`config.mk`:
```
export PLATFORM = sky130hd
export DESIGN_NAME = iob_2p_mem_arbiter
export DESIGN_NICKNAME = d
export VERILOG_FILES = /design/src/rtl/iob_2p_mem_arbiter.sv
export SDC_FILE = /design/constraint.sdc
export NUM_CORES = 1
export LEC_CHECK = 0
export ABC_AREA = 1
export BUFFER_PORTS_ARGS = -buffer_cell sky130_fd_sc_hd__buf_2
export CAP_MARGIN = 20
export CORE_MARGIN = 8
export CORE_UTILIZATION = 28
export CTS_CLUSTER_SIZE = 25
export DETAILED_ROUTE_END_ITERATION = 8
export PLACE_DENSITY = 0.95
export SYNTH_ARGS = -nofsm -noshare
export SYNTH_HDL_FRONTEND = slang
export SYNTH_SLANG_ARGS = --single-unit
```
`constraint.sdc`:
```
create_clock -name clk -period 1.5 [get_ports clk]
set_input_delay 0.3 -clock clk [delete_from_list [all_inputs] [get_ports clk]]
set_output_delay 0.3 -clock clk [all_outputs]
set_load 0.005 [all_outputs]
```
`src/rtl/iob_2p_mem_arbiter.sv`:
```
// ============================================================================
// Module      : iob_2p_mem_arbiter
// Description : Two-port round-robin arbiter in front of a single-port,
//               1-cycle-read tiled memory. Optional macro MEM_ARB_BURST_EN
//               lets a winner keep priority for up to BURST_LEN transfers.
// Revision    : 1.0 - initial release
// ============================================================================
`default_nettype none

module iob_2p_mem_arbiter #(
  parameter int DATA_W = 16,
  parameter int ADDR_W = 14
) (
  input  logic              clk,
  input  logic              rst_n,
  input  logic              a_valid_i,
  output logic              a_ready_o,
  input  logic              a_we_i,
  input  logic [ADDR_W-1:0] a_addr_i,
  input  logic [DATA_W-1:0] a_wdata_i,
  output logic              a_rvalid_o,
  input  logic              b_valid_i,
  output logic              b_ready_o,
  input  logic              b_we_i,
  input  logic [ADDR_W-1:0] b_addr_i,
  input  logic [DATA_W-1:0] b_wdata_i,
  output logic              b_rvalid_o,
  output logic [DATA_W-1:0] rdata_o,
  output logic              mem_w_en_o,
  output logic              mem_r_en_o,
  output logic [ADDR_W-1:0] mem_addr_o,
  output logic [DATA_W-1:0] mem_data_in_o,
  input  logic [DATA_W-1:0] mem_data_out_i
);

  localparam logic PRIO_A = 1'b0;
  localparam logic PRIO_B = 1'b1;

  logic prio_q, prio_d;
  logic a_rvalid_q, b_rvalid_q;
  logic w_grant_a, w_grant_b, w_xfer, w_we, w_win;

  // Grants are gated by rst_n so nothing reaches the memory while in reset.
  assign w_grant_a = rst_n & a_valid_i & (~b_valid_i | (prio_q == PRIO_A));
  assign w_grant_b = rst_n & b_valid_i & (~a_valid_i | (prio_q == PRIO_B));
  assign w_xfer    = w_grant_a | w_grant_b;
  assign w_win     = w_grant_b ? PRIO_B : PRIO_A;
  assign w_we      = w_grant_b ? b_we_i : a_we_i;

  assign a_ready_o     = w_grant_a;
  assign b_ready_o     = w_grant_b;
  assign mem_w_en_o    = w_xfer & w_we;
  assign mem_r_en_o    = w_xfer & ~w_we;
  assign mem_addr_o    = w_grant_b ? b_addr_i  : a_addr_i;
  assign mem_data_in_o = w_grant_b ? b_wdata_i : a_wdata_i;
  assign rdata_o       = mem_data_out_i;
  assign a_rvalid_o    = a_rvalid_q;
  assign b_rvalid_o    = b_rvalid_q;

`ifdef MEM_ARB_BURST_EN
  localparam int BURST_LEN = 4;

  logic [1:0] cnt_q, cnt_d;
  logic       w_owner_valid;

  // prio_q doubles as the burst owner; cnt_q counts its consecutive transfers.
  assign w_owner_valid = (prio_q == PRIO_A) ? a_valid_i : b_valid_i;

  always_comb begin
    prio_d = prio_q;
    cnt_d  = cnt_q;
    if (w_xfer) begin
      if (w_win == prio_q) begin
        if (cnt_q == 2'(BURST_LEN - 1)) begin
          prio_d = ~prio_q;
          cnt_d  = '0;
        end else begin
          cnt_d = cnt_q + 2'd1;
        end
      end else begin
        prio_d = w_win;
        cnt_d  = 2'd1;
      end
    end else if (!w_owner_valid) begin
      cnt_d = '0;
    end
  end

  always_ff @(posedge clk) begin
    if (!rst_n) cnt_q <= '0;
    else        cnt_q <= cnt_d;
  end
`else
  always_comb begin
    prio_d = prio_q;
    if (w_xfer) prio_d = ~w_win;
  end
`endif

  always_ff @(posedge clk) begin
    if (!rst_n) begin
      prio_q     <= PRIO_A;
      a_rvalid_q <= 1'b0;
      b_rvalid_q <= 1'b0;
    end else begin
      prio_q     <= prio_d;
      a_rvalid_q <= w_grant_a & ~a_we_i;
      b_rvalid_q <= w_grant_b & ~b_we_i;
    end
  end

endmodule

`default_nettype wire

```
==> run metrics, run 1 <==
status=finished, violations left; failing checks=setup timing; Core Region=2450 sq um; antenna violations before repair=0; Area growth, synth to finish=85.0%; grt total ovfl=0; Critical Path, Cell by Cell=inv_2, nand2_4, nand2_8, clkbuf_16, nand2_2, nand2_1, buf_2; clk slew on worst S/H paths=40 ps; DIE HEIGHT=66.7 um; Worst Path Required=1200 ps; Nets=313; critical path fanouts, max=8; CTS sink count=3; Worst Hold Path EP=a_rvalid_o; fin area=1330 sq um; WS Path Type=reg2out; CTS Buf Count=3; post-synthesis cell area=719 sq um; CP Launch Type=register; Worst Reg2Reg Path Length in Cells=5; crit-path leading delay family=buffers and inverters; final worst slack=-41.1 ps; final hold violations=0; CP endpoint kind=output port; Core Util, Final=54.2%; Pins Over Slew Limit=0; HP Class=in2reg; I/O Buffers=101; instance area at placement=1100 sq um; Final period util=103%; H-tree levels=1; arrival time worst endpoint=1240 ps; Ports=134; Vias=1144; first drt pass iteration count=4; Post-Route WL=3320 um; reg2reg setup slack=610 ps; Cell Rows=18; endpoints failing setup=25; syn nets=221; gp weighted congestion=0.650; delay of the slowest cell on the worst path=340 ps; launching point of the worst reg2reg path=prio_q; worst slew pin tran=231 ps; Slew HR=84.4%; commonest non-fill, non-tap cell in the layout=buf_2; CTS tree=built; register area share after synthesis=8.35%; FF-to-FF End=prio_q; first-iteration detailed-routing DRC count=19; max_cap viols=0; first-pass GRT wire length=4190 um; WP buf/inv=3; die area=4450 sq um; DP HPWL=2410 um; Non-Filler Instances=260; n_diodes=0; synth warn=0; P per Cell Area=446 nW/um^2; Syn Inst Count=139; Leak Pwr=0.882 nW; Worst Hold Depth=2; Mean Syn Cell Area=5.18 sq um; routed len/inst=12.8 um; Initial Utilization=29.3%; Distinct cells, synth=13; crit path max-delay cell type=dfxtp_2; worst skew pair latency=230 ps; chip width=66.7 um; # DRC=0; Total GRT Usage=11.6%; Yosys reg bits=3; largest net degree at the start of global routing=17; Via-to-Cell Ratio=4.40; maximum vdd drop=386 uV; post-layout min period=1540 ps; Clock Skews=0.825 ps; fraction of layout cells with a size suffix above 1=62.2%; Post-DRT Antenna Nets=0; placed insts=250; fmax=649 MHz; RSZ-0062 raised after global routing=yes; total design power=0.000594 W; number of global-route vias before repair=1034; Max Buffers Root-to-Sink=2; most frequent cells in the layout=buf_2, nand2_1, nand2_2, nand2_4; CTS Root Cell=clkbuf_4; hold path start=a_we_i; Place WS=56.8 ps
[worst register-to-register path, cell delays in order, from the launching register on]
cell     delay, ps
dfxtp_2        340
inv_2           50
nand2_4        110
nand2_4        110
inv_6          120
nor2_1          50
[worst max-delay path by stage]
stage          startpoint          endpoint  slack (ps)  depth (start not counted)
2_1_floorplan      prio_q     mem_addr_o[0]         370                          7
3_3_place_gp    b_valid_i     mem_addr_o[2]          90                          8
3_5_place_dp    b_valid_i     mem_addr_o[8]          60                          8
4_1_cts            prio_q     mem_addr_o[9]         -10                          7
5_1_grt            prio_q  mem_data_in_o[4]        -100                          7
6_report           prio_q  mem_data_in_o[4]         -40                          7
[timing repair]
item,CTS,global route
pin swaps,0,11
cloned,1,4
setup endpoints to repair,31,30
hold buffers,0,0
gates resized for setup,10,24
buffers inserted,0,1
[flip-flops by register name (all words and copies together), names as in the netlist]
name / flops
a_rvalid_o: 1
b_rvalid_o: 1
prio_q: 1
[layout make-up]
cell class,instances,area [sq um]
multi-input combinational,108,526
sequential,3,61.3
fill,264,1120
clock buffer,4,26.3
timing repair buffer,106,616
timing repair inverter,2,25.0
inverter,7,40.0
tap,30,37.5
[per-layer routing]
metal | track usage, % | vias up | wire length, um
li1 | - | 579 | -
met1 | 11.5 | 499 | 1110
met2 | 20.8 | 60 | 1760
met3 | 4.36 | 6 | 419
met4 | 5.33 | 0 | 31
met5 | 0 | - | 0
[Yosys cell counts (all sizes together)]
master | n | share of area [%]
nand2 | 98 | 55
buf | 22 | 26
inv | 6 | 3.8
nor2 | 4 | 2.1
dfxtp | 3 | 8.3
nand3 | 3 | 2.1
o21ai | 2 | 1.4
clkinv | 1 | 0.69
[report_power, final]
| part | leakage (nW) | internal (W) | switching [W] |
|---|---|---|---|
| clock | 0.0150 | 0.0000996 | 0.0000398 |
| combinational | 0.842 | 0.000192 | 0.000175 |
| sequential | 0.0249 | 0.0000849 | 0.00000260 |
| total | 0.882 | 0.000377 | 0.000217 |
[cells by family after synthesis]
| logic type | after synthesis | share of synthesized area [%] |
|---|---|---|
| AOI/OAI and AO/OA | 2 | 1.39 |
| buffers and inverters | 29 | 30.8 |
| DFF | 3 | 8.35 |
| and+or+nand+nor | 105 | 59.5 |
[through the flow]
stage	hold slack (ps)	setup TNS [ps]
floorplan	372	0
global placement	499	0
detailed placement	505	0
CTS	263	-94.0
global route	280	-2480
finish	269	-460
Note: power is estimated with default switching activity, not from simulation.
==> inputs of run 2 (changes only) <==
- SKIP_CTS_REPAIR_TIMING: default -> 1
==> run 2 against run 1 <==
Net effect: the run still ends with setup timing left; highest routed layer unchanged; global-route usage fell by 0.68 points; core utilization rose by 0.66 points; cell count did not move; largest cell class unchanged; first-iteration DRC count fell by 16%; wire length rose by 0.72%; critical path type unchanged.
==> run metrics, run 2 (synthesis gave the netlist of run 1 again) <==
status=finished, violations left; failing checks=setup timing; Post-Route WL=3350 um (+0.72%); reg2reg setup slack=580 ps (-30 ps); fraction of layout cells with a size suffix above 1=64.3% (+2.2 points); first-pass GRT wire length=4000 um (-4.6%); worst skew pair latency=230 ps (about the same); Leak Pwr=0.885 nW (+0.30%); Initial Utilization=29.3% (unchanged); WS Path Type=reg2out; largest net degree at the start of global routing=33 (+16); Final period util=102% (-0.80 points); clock group share of total power=22.8% (-0.7 points); fmax=654 MHz (+0.78%); endpoints failing setup=22 (-12%); Final TNS setup=-344 ps (+116 ps); Core Region=2450 sq um (unchanged); crit path max-delay cell type=dfxtp_2; first drt pass iteration count=4 (unchanged); final worst slack=-29.1 ps (+12.0 ps); Post-DRT Antenna Nets=0 (unchanged); CP endpoint kind=output port; CTS sink count=3 (unchanged); I/O Buffers=101 (unchanged); Max Buffers Root-to-Sink=2 (unchanged); clk slew on worst S/H paths=40 ps (about the same); first-iteration detailed-routing DRC count=16 (-3); Worst Path Required=1200 ps (about the same); most frequent cells in the layout=buf_2, nand2_1, nand2_2, nand2_4; final hold violations=0 (unchanged); P_sw=0.000217 W (-0.17%); Sw Share=36.3% (-0.25 points); P per Cell Area=443 nW/um^2 (-0.68%); number of global-route vias before repair=1012 (-2.1%); Slew HR=81.2% (-3.3 points); H-tree levels=1 (unchanged); arrival time worst endpoint=1230 ps (about the same); # DRC=0 (unchanged); gp weighted congestion=0.650 (unchanged); Nets=313 (unchanged); max_cap viols=0 (unchanged); Total GRT Usage=10.9% (-0.68 points); n_diodes=0 (unchanged); chip width=66.7 um (unchanged); maximum vdd drop=393 uV (+1.9%); CP Launch Type=register; Cell Rows=18 (unchanged); delay of the slowest cell on the worst path=350 ps (about the same); Critical Path, Cell by Cell=inv_2, nand2_4, nand2_8, clkbuf_16, nand2_1, nand2_1, buf_2; commonest non-fill, non-tap cell in the layout=buf_2; critical path fanouts, max=7 (-1); grt total ovfl=0 (unchanged); worst slew pin tran=279 ps (+48.6 ps); crit-path most repeated cell=nand2_1; Pins Over Slew Limit=0 (unchanged); RSZ-0062 raised after global routing=yes; die area=4450 sq um (unchanged); post-layout min period=1530 ps (-12.0 ps); CTS Buf Count=3 (unchanged); DP HPWL=2410 um (unchanged); Ports=134 (unchanged); sequential fraction of design power=14.7% (about the same); Area growth, synth to finish=87.3%; Comb power frac=62.4% (+0.6 points); routed len/inst=12.9 um (+0.72%); Internal=0.000380 W (+0.93%); Hold WS=267 ps (-1.13 ps); Vias=1144 (unchanged); DIE HEIGHT=66.7 um (unchanged); Via-to-Cell Ratio=4.40 (unchanged); CTS tree=built; antenna violations before repair=0 (unchanged); Place WS=56.8 ps (unchanged); HP Class=in2reg; Core Util, Final=54.9% (+0.66 points); Clock Skews=2.64 ps (+1.81 ps); CTS Root Cell=clkbuf_4
run 2: layer usage:
metal	global-route usage, %	wire, um	vias to the layer above	part of all wire (%)
li1	-	-	580	-
met1	10.6	1150	498	34
met2	19.5	1740	60	52
met3	4.36	422	6	13
met4	5.33	31	0	0.93
met5	0	0	-	0
run 2: power by group through the flow:
stage	clock [W]	combinational (W)	sequential [W]
detailed placement	0	0.000299	0.0000877
global placement	0	0.000292	0.0000873
global route	0.000145	0.000415	0.0000881
finish	0.000136	0.000372	0.0000879
floorplan	0	0.000170	0.0000875
CTS	0.000144	0.000300	0.0000865
run 2: area by class of cell:
cell class	count	area (sq um)
well taps	30	37.5
repair inverters	2	20.0
multi-input cells	108	541
fillers	264	1110
inverters	7	40.0
clock buffers	4	26.3
flip-flops and latches	3	61.3
repair buffers	106	622
run 2: worst paths after layout:
path	from	end	cells after the start
setup reg to reg	prio_q	prio_q	5
setup / recovery	prio_q	mem_addr_o[1]	7
hold / removal	a_we_i	a_rvalid_o	2
hold reg to reg	prio_q	a_rvalid_o	3
run 2: stage by stage:
stage          instance area [sq um]  cells  total power [W]
2_1_floorplan                    719    139         0.000257
3_3_place_gp                    1100    250         0.000379
3_5_place_dp                    1100    250         0.000387
4_1_cts                         1130    254         0.000530
5_1_grt                         1350    260         0.000648
6_report                        1350    260         0.000597
run 2: critical path, delay by kind of cell (launching register included):
kind	cells	cell delay [ps]
buf+inv	3	350
flops	1	350
simple gates	4	290
==> inputs of run 3 (changes only) <==
- MAX_ROUTING_LAYER: default -> met4
==> run 3 against run 2 <==
Net effect: the run still ends with setup timing left; wire length is 0.21% lower; critical path depth unchanged; clock skew hardly changed; first-iteration DRC count unchanged; sequential share of layout area is the same; cell count stayed put; via count barely moved; setup slack improved by 0.79 ps; sequential power is essentially flat; core utilization is the same; largest power group unchanged.
==> run metrics, run 3 (synthesis gave the netlist of run 1 again) <==
# DRC=0 (unchanged); worst slew pin tran=279 ps (unchanged); Core Region=2450 sq um (unchanged); HP Class=in2reg; Post-Route WL=3340 um (-0.21%); Worst Reg2Reg Path Length in Cells=5 (unchanged); CTS sink count=3 (unchanged); clk slew on worst S/H paths=40 ps (about the same); CTS Buf Count=3 (unchanged); grt total ovfl=0 (unchanged); P per Cell Area=443 nW/um^2 (about the same); CTS Root Cell=clkbuf_4; instance area at placement=1100 sq um (unchanged); crit-path most repeated cell=nand2_1; Worst Path Required=1200 ps (about the same); RSZ-0062 raised after global routing=yes; Total GRT Usage=11.2% (+0.31 points); reg2reg setup slack=580 ps (about the same); commonest non-fill, non-tap cell in the layout=buf_2; Area growth, synth to finish=87.3% (unchanged); fin area=1350 sq um (unchanged); final worst slack=-28.3 ps (+0.794 ps); first-iteration detailed-routing DRC count=16 (unchanged); DIE HEIGHT=66.7 um (unchanged); n_diodes=0 (unchanged); max_cap viols=0 (unchanged); status=finished, violations left; Leak Pwr=0.885 nW (unchanged); Worst Hold Depth=2 (unchanged); first drt pass iteration count=4 (unchanged); delay of the slowest cell on the worst path=350 ps (about the same); Clock Skews=2.78 ps (+0.140 ps); fraction of layout cells with a size suffix above 1=64.3% (unchanged); Max Buffers Root-to-Sink=2 (unchanged); die area=4450 sq um (unchanged); final hold violations=0 (unchanged); largest net degree at the start of global routing=33 (unchanged); Sw Share=36.3% (about the same); fmax=654 MHz (about the same); CP Launch Type=register; Nets=313 (unchanged); Comb power frac=62.4% (about the same); Pins Over Slew Limit=0 (unchanged); Final period util=102% (about the same); critical path fanouts, max=8 (+1); Cell Rows=18 (unchanged); DP HPWL=2410 um (unchanged); antenna violations before repair=0 (unchanged); FF-to-FF End=prio_q; CP endpoint kind=output port; hold path start=a_we_i; Worst Hold Path EP=a_rvalid_o; sequential fraction of design power=14.7% (about the same); P_sw=0.000216 W (about the same); Via-to-Cell Ratio=4.40 (about the same); Critical Path, Cell by Cell=inv_2, nand2_4, nand2_8, clkbuf_16, nand2_1, nand2_1, buf_2; clock group share of total power=22.8% (about the same); post-layout min period=1530 ps (-0.794 ps); endpoints failing setup=22 (unchanged); launching point of the worst reg2reg path=prio_q; Initial Utilization=29.3% (unchanged); Place WS=56.8 ps (unchanged); Ports=134 (unchanged); Vias=1145 (+0.087%); arrival time worst endpoint=1230 ps (about the same); H-tree levels=1 (unchanged); WS Path Type=reg2out; CTS tree=built; routed len/inst=12.8 um (-0.21%); I/O Buffers=101 (unchanged); fillers=264 (unchanged); maximum vdd drop=394 uV (+0.12%); Slew HR=81.2% (unchanged); number of global-route vias before repair=1012 (unchanged); most frequent cells in the layout=buf_2, nand2_1, nand2_2, nand2_4; first-pass GRT wire length=4000 um (unchanged); crit path max-delay cell type=dfxtp_2; failing checks=setup timing; worst skew pair latency=230 ps (about the same); Internal=0.000380 W (about the same); gp weighted congestion=0.656 (+0.88%); Post-DRT Antenna Nets=0 (unchanged); chip width=66.7 um (unchanged); total design power=0.000597 W (about the same)
-- run 3: cell counts in the layout (fill, tap and decap cells not counted) --
Identical to the previous run, type by type.
-- run 3: area by class of cell --
type | instances | area (sq um) | area share, %
clock buffer | 4 | 26.3 | 1.95
inverter | 7 | 40.0 | 2.97
multi-input combinational | 108 | 541 | 40.1
sequential | 3 | 61.3 | 4.55
tap | 30 | 37.5 | 2.79
timing repair buffer | 106 | 622 | 46.1
timing repair inverter | 2 | 20.0 | 1.49
-- run 3: worst max path at each step --
| stage | start | endpoint | slack (ps) | cells after the start |
|---|---|---|---|---|
| floorplan | prio_q | mem_addr_o[0] | 370 | 7 |
| finish | prio_q | mem_data_in_o[6] | -30 | 7 |
| detailed placement | b_valid_i | mem_addr_o[8] | 60 | 8 |
| global placement | b_valid_i | mem_addr_o[2] | 90 | 8 |
| CTS | prio_q | mem_addr_o[13] | -130 | 7 |
| global route | prio_q | mem_data_in_o[5] | -90 | 7 |
-- run 3: stage by stage --
stage	setup TNS, ps	hold WS, ps	util, %	cells
after floorplan	0	372	-	139
after global placement	0	499	44.9	250
after detailed placement	0	505	44.9	250
after CTS	-3220	263	45.9	254
after global routing	-2380	280	54.9	260
final	-332	268	54.9	260
-- run 3: critical path, delay by kind of cell (launching register included) --
family / cells / cell delay (ps)
buffers and inverters: 3 / 350
flip-flops: 1 / 350
AND/OR/NAND/NOR: 4 / 300
-- run 3: layer usage --
layer / global-route usage [%] / part of all wire (%)
met1: 11.4 / 36
met3: 3.02 / 11
met2: 19.5 / 52
met5: - / 0
met4: 5.33 / 0.93
-- run 3: power by group through the flow --
stage	registers (W)	logic, W	clock network [W]
final	0.0000879	0.000372	0.000136
after global routing	0.0000881	0.000415	0.000145
after CTS	0.0000865	0.000300	0.000144
after detailed placement	0.0000877	0.000299	0
after global placement	0.0000873	0.000292	0
after floorplan	0.0000875	0.000170	0
